$ cat src/rtl/sdram_fb_pkg.sv
// sdram_fb_pkg: shared definitions for the frame-buffer SDRAM controller.
//   - SDRAM command encodings as {rasn, casn, wen}
//   - mode-register words for CAS latency 2 and 3 (burst length 1, sequential)
//   - controller state enum
package sdram_fb_pkg;

    localparam logic [2:0] CMD_LOADMODE  = 3'b000;
    localparam logic [2:0] CMD_REFRESH   = 3'b001;
    localparam logic [2:0] CMD_PRECHARGE = 3'b010;
    localparam logic [2:0] CMD_ACTIVE    = 3'b011;
    localparam logic [2:0] CMD_WRITE     = 3'b100;
    localparam logic [2:0] CMD_READ      = 3'b101;
    localparam logic [2:0] CMD_NOP       = 3'b111;

    localparam logic [12:0] MODE_CL2 = 13'h020;
    localparam logic [12:0] MODE_CL3 = 13'h030;

    typedef enum logic [2:0] {
        S_INIT_WAIT,
        S_INIT_PRE,
        S_INIT_REF1,
        S_INIT_REF2,
        S_INIT_MODE,
        S_IDLE,
        S_REFRESH,
        S_ACCESS
    } state_t;

    function automatic logic [12:0] mode_word(input int cas_latency);
        return (cas_latency == 3) ? MODE_CL3 : MODE_CL2;
    endfunction

endpackage

$ cat src/rtl/sdram_refresh_timer.sv
// sdram_refresh_timer: auto-refresh interval timer.
// Ports:
//   clk, rst      clock and asynchronous active-high reset
//   en            counting enabled (controller initialised)
//   clr           refresh command issued this cycle; clears pending
//   pending       refresh owed; stays set until cleared
// The counter reloads with REFRESH_CYCLES-1 so that, while the controller is
// idle, REFRESH commands are exactly REFRESH_CYCLES cycles apart.
module sdram_refresh_timer #(
    parameter int REFRESH_CYCLES = 960
) (
    input  logic clk,
    input  logic rst,
    input  logic en,
    input  logic clr,
    output logic pending
);

    localparam logic [15:0] RELOAD = 16'(REFRESH_CYCLES - 1);

    logic [15:0] cnt;

    always_ff @(posedge clk or posedge rst) begin
        if (rst) begin
            cnt     <= RELOAD;
            pending <= 1'b0;
        end else begin
            if (!en || cnt == 16'd0) begin
                cnt <= RELOAD;
            end else begin
                cnt <= cnt - 16'd1;
            end
            // a new expiry wins over a simultaneous clear
            if (en && cnt == 16'd0) begin
                pending <= 1'b1;
            end else if (clr) begin
                pending <= 1'b0;
            end
        end
    end

endmodule

$ cat src/rtl/sdram_fb_ctrl.sv
// sdram_fb_ctrl: single-port SDRAM controller for the frame-buffer path.
// Arbitrates one-word read (VGA refill) and write (C64 pixel) requests,
// runs power-up init and periodic auto-refresh, drives the SDRAM pins.
// Ports:
//   clk, rst                    125 MHz clock, asynchronous active-high reset
//   i_rd_req/o_rd_gnt/i_rd_addr read request, one-cycle grant, word address
//   o_rd_data/o_rd_data_valid   read word and its one-cycle strobe
//   i_wr_req/o_wr_gnt           write request and one-cycle grant
//   i_wr_addr/i_wr_data         write address and data
//   o_ready                     init complete
//   o_sdram_*/i_sdram_dq        SDRAM pins (csn tied low outside)
// Build option: SDRAM_FAST_INIT_EN shortens the power-up wait to 16 cycles.
//
// state       | meaning
// ------------+-----------------------------------------------------
// INIT_WAIT   | power-up NOPs with cke high
// INIT_PRE    | precharge all, T_RP cycles
// INIT_REF1/2 | two auto-refreshes, T_RFC cycles each
// INIT_MODE   | load mode register, 2 cycles
// IDLE        | arbitrate: refresh > read > write
// REFRESH     | auto-refresh, T_RFC cycles
// ACCESS      | ACTIVE, READ/WRITE at +T_RCD, ACCESS_CYCLES total
//
// All pin outputs and grants are registered from the next-state logic, so a
// state's command appears in its first cycle. The last cycle of ACCESS and
// REFRESH arbitrates like IDLE, giving one access per ACCESS_CYCLES.
module sdram_fb_ctrl
    import sdram_fb_pkg::*;
#(
    parameter int INIT_WAIT      = 25000,
    parameter int REFRESH_CYCLES = 960,
    parameter int T_RCD          = 2,
    parameter int T_RFC          = 8,
    parameter int T_RP           = 2,
    parameter int CAS_LATENCY    = 2,
    parameter int ACCESS_CYCLES  = 8
) (
    input  logic        clk,
    input  logic        rst,
    input  logic        i_rd_req,
    output logic        o_rd_gnt,
    input  logic [15:0] i_rd_addr,
    output logic [15:0] o_rd_data,
    output logic        o_rd_data_valid,
    input  logic        i_wr_req,
    output logic        o_wr_gnt,
    input  logic [15:0] i_wr_addr,
    input  logic [15:0] i_wr_data,
    output logic        o_ready,
    output logic        o_sdram_cke,
    output logic        o_sdram_rasn,
    output logic        o_sdram_casn,
    output logic        o_sdram_wen,
    output logic [12:0] o_sdram_a,
    output logic [1:0]  o_sdram_ba,
    output logic [1:0]  o_sdram_dqm,
    output logic [15:0] o_sdram_dq,
    output logic        o_sdram_dq_oe,
    input  logic [15:0] i_sdram_dq
);

`ifdef SDRAM_FAST_INIT_EN
    localparam int INIT_WAIT_EFF = 16;
`else
    localparam int INIT_WAIT_EFF = INIT_WAIT;
`endif

    localparam logic [15:0] T_RP_M1  = 16'(T_RP - 1);
    localparam logic [15:0] T_RFC_M1 = 16'(T_RFC - 1);
    localparam logic [15:0] ACC_M1   = 16'(ACCESS_CYCLES - 1);
    // timer value one cycle before the READ/WRITE cycle
    localparam logic [15:0] RW_PREV  = 16'(ACCESS_CYCLES - T_RCD);
    localparam logic [12:0] A10      = 13'h400;

    state_t      state_q, state_d;
    logic [15:0] tmr_q, tmr_d;
    logic [2:0]  cmd_q, cmd_d;
    logic [12:0] a_q, a_d;
    logic [15:0] dq_q, dq_d;
    logic        dq_oe_q, dq_oe_d;
    logic        rd_gnt_q, rd_gnt_d;
    logic        wr_gnt_q, wr_gnt_d;
    logic        cke_q, ready_q, ready_d;
    logic [1:0]  dqm_q;
    logic [15:0] addr_q, data_q;
    logic        is_wr_q;
    logic        lat_en, lat_wr;
    logic [15:0] lat_addr, lat_data;
    logic        arb_go, ref_clr, ref_pending;
    logic [CAS_LATENCY-1:0] rd_pipe_q;
    logic [15:0] rd_data_q;
    logic        rd_valid_q;

    sdram_refresh_timer #(
        .REFRESH_CYCLES(REFRESH_CYCLES)
    ) u_refresh_timer (
        .clk     (clk),
        .rst     (rst),
        .en      (ready_q),
        .clr     (ref_clr),
        .pending (ref_pending)
    );

    always_comb begin
        state_d  = state_q;
        tmr_d    = (tmr_q != 16'd0) ? tmr_q - 16'd1 : 16'd0;
        cmd_d    = CMD_NOP;
        a_d      = '0;
        dq_d     = '0;
        dq_oe_d  = 1'b0;
        rd_gnt_d = 1'b0;
        wr_gnt_d = 1'b0;
        ref_clr  = 1'b0;
        lat_en   = 1'b0;
        lat_wr   = is_wr_q;
        lat_addr = addr_q;
        lat_data = data_q;
        arb_go   = 1'b0;

        case (state_q)
            S_INIT_WAIT: begin
                if (tmr_q == 16'd0) begin
                    state_d = S_INIT_PRE;
                    tmr_d   = T_RP_M1;
                    cmd_d   = CMD_PRECHARGE;
                    a_d     = A10;
                end
            end
            S_INIT_PRE: begin
                if (tmr_q == 16'd0) begin
                    state_d = S_INIT_REF1;
                    tmr_d   = T_RFC_M1;
                    cmd_d   = CMD_REFRESH;
                end
            end
            S_INIT_REF1: begin
                if (tmr_q == 16'd0) begin
                    state_d = S_INIT_REF2;
                    tmr_d   = T_RFC_M1;
                    cmd_d   = CMD_REFRESH;
                end
            end
            S_INIT_REF2: begin
                if (tmr_q == 16'd0) begin
                    state_d = S_INIT_MODE;
                    tmr_d   = 16'd1;
                    cmd_d   = CMD_LOADMODE;
                    a_d     = mode_word(CAS_LATENCY);
                end
            end
            S_INIT_MODE: begin
                if (tmr_q == 16'd0) begin
                    state_d = S_IDLE;
                end
            end
            S_IDLE: begin
                arb_go = 1'b1;
            end
            S_REFRESH: begin
                arb_go = (tmr_q == 16'd0);
            end
            S_ACCESS: begin
                if (tmr_q == 16'd0) begin
                    arb_go = 1'b1;
                end else if (tmr_q == RW_PREV) begin
                    cmd_d = is_wr_q ? CMD_WRITE : CMD_READ;
                    a_d   = A10 | {5'b0, addr_q[7:0]};
                    if (is_wr_q) begin
                        dq_d    = data_q;
                        dq_oe_d = 1'b1;
                    end
                end
            end
            default: begin
                state_d = S_INIT_WAIT;
            end
        endcase

        if (arb_go) begin
            if (ref_pending) begin
                state_d = S_REFRESH;
                tmr_d   = T_RFC_M1;
                cmd_d   = CMD_REFRESH;
                ref_clr = 1'b1;
            end else if (i_rd_req) begin
                state_d  = S_ACCESS;
                tmr_d    = ACC_M1;
                cmd_d    = CMD_ACTIVE;
                a_d      = {5'b0, i_rd_addr[15:8]};
                rd_gnt_d = 1'b1;
                lat_en   = 1'b1;
                lat_wr   = 1'b0;
                lat_addr = i_rd_addr;
            end else if (i_wr_req) begin
                state_d  = S_ACCESS;
                tmr_d    = ACC_M1;
                cmd_d    = CMD_ACTIVE;
                a_d      = {5'b0, i_wr_addr[15:8]};
                wr_gnt_d = 1'b1;
                lat_en   = 1'b1;
                lat_wr   = 1'b1;
                lat_addr = i_wr_addr;
                lat_data = i_wr_data;
            end else begin
                state_d = S_IDLE;
                tmr_d   = 16'd0;
            end
        end

        ready_d = (state_d == S_IDLE) || (state_d == S_REFRESH) || (state_d == S_ACCESS);
    end

    always_ff @(posedge clk or posedge rst) begin
        if (rst) begin
            state_q    <= S_INIT_WAIT;
            tmr_q      <= 16'(INIT_WAIT_EFF);
            cke_q      <= 1'b0;
            cmd_q      <= CMD_NOP;
            a_q        <= '0;
            dqm_q      <= 2'b11;
            dq_q       <= '0;
            dq_oe_q    <= 1'b0;
            rd_gnt_q   <= 1'b0;
            wr_gnt_q   <= 1'b0;
            ready_q    <= 1'b0;
            addr_q     <= '0;
            data_q     <= '0;
            is_wr_q    <= 1'b0;
            rd_pipe_q  <= '0;
            rd_data_q  <= '0;
            rd_valid_q <= 1'b0;
        end else begin
            state_q    <= state_d;
            tmr_q      <= tmr_d;
            cke_q      <= 1'b1;
            cmd_q      <= cmd_d;
            a_q        <= a_d;
            dqm_q      <= ready_d ? 2'b00 : 2'b11;
            dq_q       <= dq_d;
            dq_oe_q    <= dq_oe_d;
            rd_gnt_q   <= rd_gnt_d;
            wr_gnt_q   <= wr_gnt_d;
            ready_q    <= ready_d;
            if (lat_en) begin
                addr_q  <= lat_addr;
                data_q  <= lat_data;
                is_wr_q <= lat_wr;
            end
            // READ seen on the pins, aged until the SDRAM drives its data
            rd_pipe_q  <= {rd_pipe_q[CAS_LATENCY-2:0], cmd_q == CMD_READ};
            rd_valid_q <= rd_pipe_q[CAS_LATENCY-1];
            if (rd_pipe_q[CAS_LATENCY-1]) begin
                rd_data_q <= i_sdram_dq;
            end
        end
    end

    assign o_rd_gnt        = rd_gnt_q;
    assign o_wr_gnt        = wr_gnt_q;
    assign o_rd_data       = rd_data_q;
    assign o_rd_data_valid = rd_valid_q;
    assign o_ready         = ready_q;
    assign o_sdram_cke     = cke_q;
    assign o_sdram_rasn    = cmd_q[2];
    assign o_sdram_casn    = cmd_q[1];
    assign o_sdram_wen     = cmd_q[0];
    assign o_sdram_a       = a_q;
    assign o_sdram_ba      = 2'b00;
    assign o_sdram_dqm     = dqm_q;
    assign o_sdram_dq      = dq_q;
    assign o_sdram_dq_oe   = dq_oe_q;

endmodule

$ cat config.mk
export PLATFORM = sky130hd
export DESIGN_NAME = sdram_fb_ctrl
export DESIGN_NICKNAME = d
export VERILOG_FILES = /design/src/rtl/sdram_fb_pkg.sv /design/src/rtl/sdram_refresh_timer.sv /design/src/rtl/sdram_fb_ctrl.sv
export SDC_FILE = /design/constraint.sdc
export NUM_CORES = 1
export LEC_CHECK = 0
export BUFFER_PORTS_ARGS = -buffer_cell sky130_fd_sc_hd__buf_2
export CAP_MARGIN = 5
export CORE_AREA = 2 2 129 93
export CTS_CLUSTER_DIAMETER = 40
export CTS_CLUSTER_SIZE = 40
export DETAILED_ROUTE_END_ITERATION = 8
export DIE_AREA = 0 0 131 95
export GPL_ROUTABILITY_DRIVEN = 1
export GPL_TIMING_DRIVEN = 0
export PLACE_DENSITY = 0.75
export SLEW_MARGIN = 0
export SYNTH_ARGS = -nofsm -noshare
export SYNTH_HDL_FRONTEND = slang
export SYNTH_SLANG_ARGS = --single-unit
$ cat constraint.sdc
create_clock -name clk -period 3.5 [get_ports clk]
set_input_delay 0.35 -clock clk [delete_from_list [all_inputs] [get_ports clk]]
set_output_delay 0.35 -clock clk [all_outputs]
set_load 0.01 [all_outputs]
==> results.cfg <==
[run_status]
status = finished, final reports clean

[place]
pre_cts_ws_ns = 0.579
place_congestion = 0.845
io_buffers = 119
dp_hpwl_mm = 7.67
dpl.cell_count = 701
place_area_um2 = 5770

[floorplanning]
rows = 33
start_util_pct = 43.4
die_area_um2 = 12400
ioPinCount = 126
die_h_um = 95
chipWidth_um = 131
fp.coreArea_um2 = 11400

[logic_synthesis]
synth-seq-cells = 114
synth_cells = 419
ys_seq_area_share_pct = 58.3
yosysWarnings = 0
synth-edff-count = 0
avgSynthCellArea_um2 = 11.8
synth_area_um2 = 4930
ys_types = 52
synth_area_leader_cell = dfrtp_1
synth_top_area_share_pct = 48.2
ys.flop_type = dfrtp_1
synthArstFlopShare_pct = 100
synthTopCellsByArea = dfrtp_1 (48%), dfstp_2 (10%), mux2_2 (5.2%), nor2_1 (3.0%), mux2_4 (2.7%)

[timing]
finalSetupTns_ns = 0
timing.clock.skew_ns = 0.00791
rsz0062_at_grt = no
max_slew_margin_pct = 52.6
setup_viol = 0
max_freq_mhz = 341
period_minus_slack_ns = 2.93
worst_pin_slew_ns = 0.705
slew_violations = 0
final-hold-violation-count = 0
finalWorstSetupSlack_ns = 0.568
holdWs_ns = 0.0697
period_share_pct = 83.8

[grt]
grt_pass1_wl_mm = 17.1
grt_max_degree = 60
overflow = 0
grt_pass1_vias = 3599
antenna_found_initial = 0
track_usage_pct = 18.0

[clocking]
clk_latency_ns = 0.40
cts_tree = done
h-tree-depth = 4
cts_made_buffers = 17
cts_num_sinks = 114
clock_path_buffers = 2
cts_setup_buffers = 0
cts-root-buf = clkbuf_16
ctsHoldBuffers = 0
cts_resized = 0
clkTransAtPathRegs_ns = 0.05

[power]
p_sw_mw = 1.19
swShare_pct = 26.5
ir_drop_mv = 0.400
p_per_area_nw_per_um2 = 702
p_int_mw = 3.31
power_mw = 4.51
pwr-share-seq_pct = 40.6
power.share.clock_pct = 41.5
leakagePower_nw = 3.22
pwr-share-comb_pct = 17.9

[drt]
dr.pass1.iters = 4
wl_per_cell_um = 14.5
drt_iter0_markers = 233
vias = 3670
drc = 0
wl_mm = 10.6
vias_per_cell = 5.01
detail-route-antenna-nets = 0

[final_layout]
final_common_cell = buf_2
diodes = 0
utilization_pct = 56.5
fin_cells = 732
area_growth_pct = 30.1
design_area_um2 = 6420
layout_common_cells = buf_2 (119), dfrtp_1 (95), nor2_1 (39)
nFillCells = 935
nets = 636
final_layout_size_suffix_gt1_share_pct = 38.8

[worst_setup_path]
critPathRequiredTime_ns = 3.78
reg2reg_from = tmr_q[0]$_DFF_PP0_
path_delay_family = simple AND/OR/NAND/NOR gates
arrival_ns = 3.21
timing.critical_path.buf_inv = 2
max_stage_delay_ns = 0.48
r2r_slack_ns = 0.57
end_kind = flip-flop
r2r-end = data_q[0]$_DFFE_PP0P_
worstSetupPathType = flip-flop to flip-flop
ff2ff_path_depth = 8
crit_path_max_fanout = 10
slowest_stage = nor3b_4
start_kind = flip-flop
worstPathCellList = inv_1, ha_1, nor3b_1, nand4_4, a211o_4, nor3b_4, buf_12, mux2_4

[job]
max_cap_violations = 0

[min_path]
worstHoldPathType = input port to async pin
[layer usage]
| layer | up-vias | GRT usage [%] | wire, um |
|---|---|---|---|
| met5 | - | 0 | 0 |
| met3 | 8 | 6.29 | 746 |
| met2 | 142 | 29.4 | 5000 |
| li1 | 1737 | - | - |
| met4 | 0 | 5.94 | 99 |
| met1 | 1783 | 22.5 | 4750 |
[cells by family after synthesis]
family | synth area share, %
other | 0.152
AO/OA/AOI/OAI | 7.56
AND/OR/NAND/NOR | 15.9
XOR/XNOR | 3.73
buffers and inverters | 3.50
flip-flops | 58.3
multiplexers | 9.61
adder cells (fa/ha/maj) | 1.27
[power by group through the flow]
stage	combinational [mW]	sequential, mW	clock (mW)
after floorplan	0.540	1.84	0
final	0.809	1.83	1.87
after detailed placement	0.810	1.85	0
after CTS	0.815	1.83	1.90
after global routing	0.915	1.87	1.96
after global placement	0.774	1.83	0
[how the worst max path moves through the flow]
stage	from	endpoint	slack, ns	cells after the start
5_1_grt	tmr_q[0]$_DFF_PP0_	data_q[0]$_DFFE_PP0P_	0.37	8
3_3_place_gp	rst	addr_q[0]$_DFFE_PP0P_	-0.88	2
4_1_cts	tmr_q[0]$_DFF_PP0_	data_q[0]$_DFFE_PP0P_	0.55	8
2_1_floorplan	rst	addr_q[0]$_DFFE_PP0P_	0.17	1
3_5_place_dp	tmr_q[0]$_DFF_PP0_	data_q[15]$_DFFE_PP0P_	0.58	8
6_report	tmr_q[0]$_DFF_PP0_	data_q[0]$_DFFE_PP0P_	0.57	8
[cell type report]
cell class / count / area, um2 / share of cell area (%)
Buffer: 24 / 143 / 2.22
Clock buffer: 21 / 460 / 7.18
Clock inverter: 10 / 181 / 2.83
Inverter: 8 / 32.5 / 0.507
Multi-Input combinational cell: 278 / 1900 / 29.7
Sequential cell: 114 / 2880 / 44.8
Tap cell: 157 / 196 / 3.06
Timing Repair Buffer: 120 / 623 / 9.71
[synth_stat cells (2+ instances only)]
cell type	number
a21oi_1	19
or3_1	6
a22oi_1	9
mux2_2	23
or2_2	2
conb_1	2
and3_1	19
xnor2_1	9
inv_1	8
nand2_1	33
o31ai_1	2
and2_1	2
buf_1	2
nand2b_1	2
nor3_1	7
xor2_1	12
nor2b_1	8
a221oi_1	2
clkbuf_1	13
nor2_1	39
nor4_2	2
nor4_1	3
or4_2	2
nor3b_1	2
ha_1	5
nand3_1	9
o22ai_1	2
dfrtp_1	95
mux2_4	9
dfstp_2	19
nand4_1	3
mux2i_1	8
o21ai_0	16
buf_4	7
[registers in the layout (all words and copies together), names as in the netlist, 8 cells and up]
name / count
data_q: 16
o_rd_data: 16
o_sdram_dq: 16
tmr_q: 16
u_refresh_timer.cnt: 16
o_sdram_a: 9
addr_q: 8
[worst reg2reg max path: stages, from the launching register on]
cell and delay [ns]:
dfrtp_1 0.42, inv_1 0.14, ha_1 0.19, nor3b_1 0.38, nand4_4 0.22, a211o_4 0.45
nor3b_4 0.48, buf_12 0.22, mux2_4 0.31
Power figures use the tool's default switching activity.
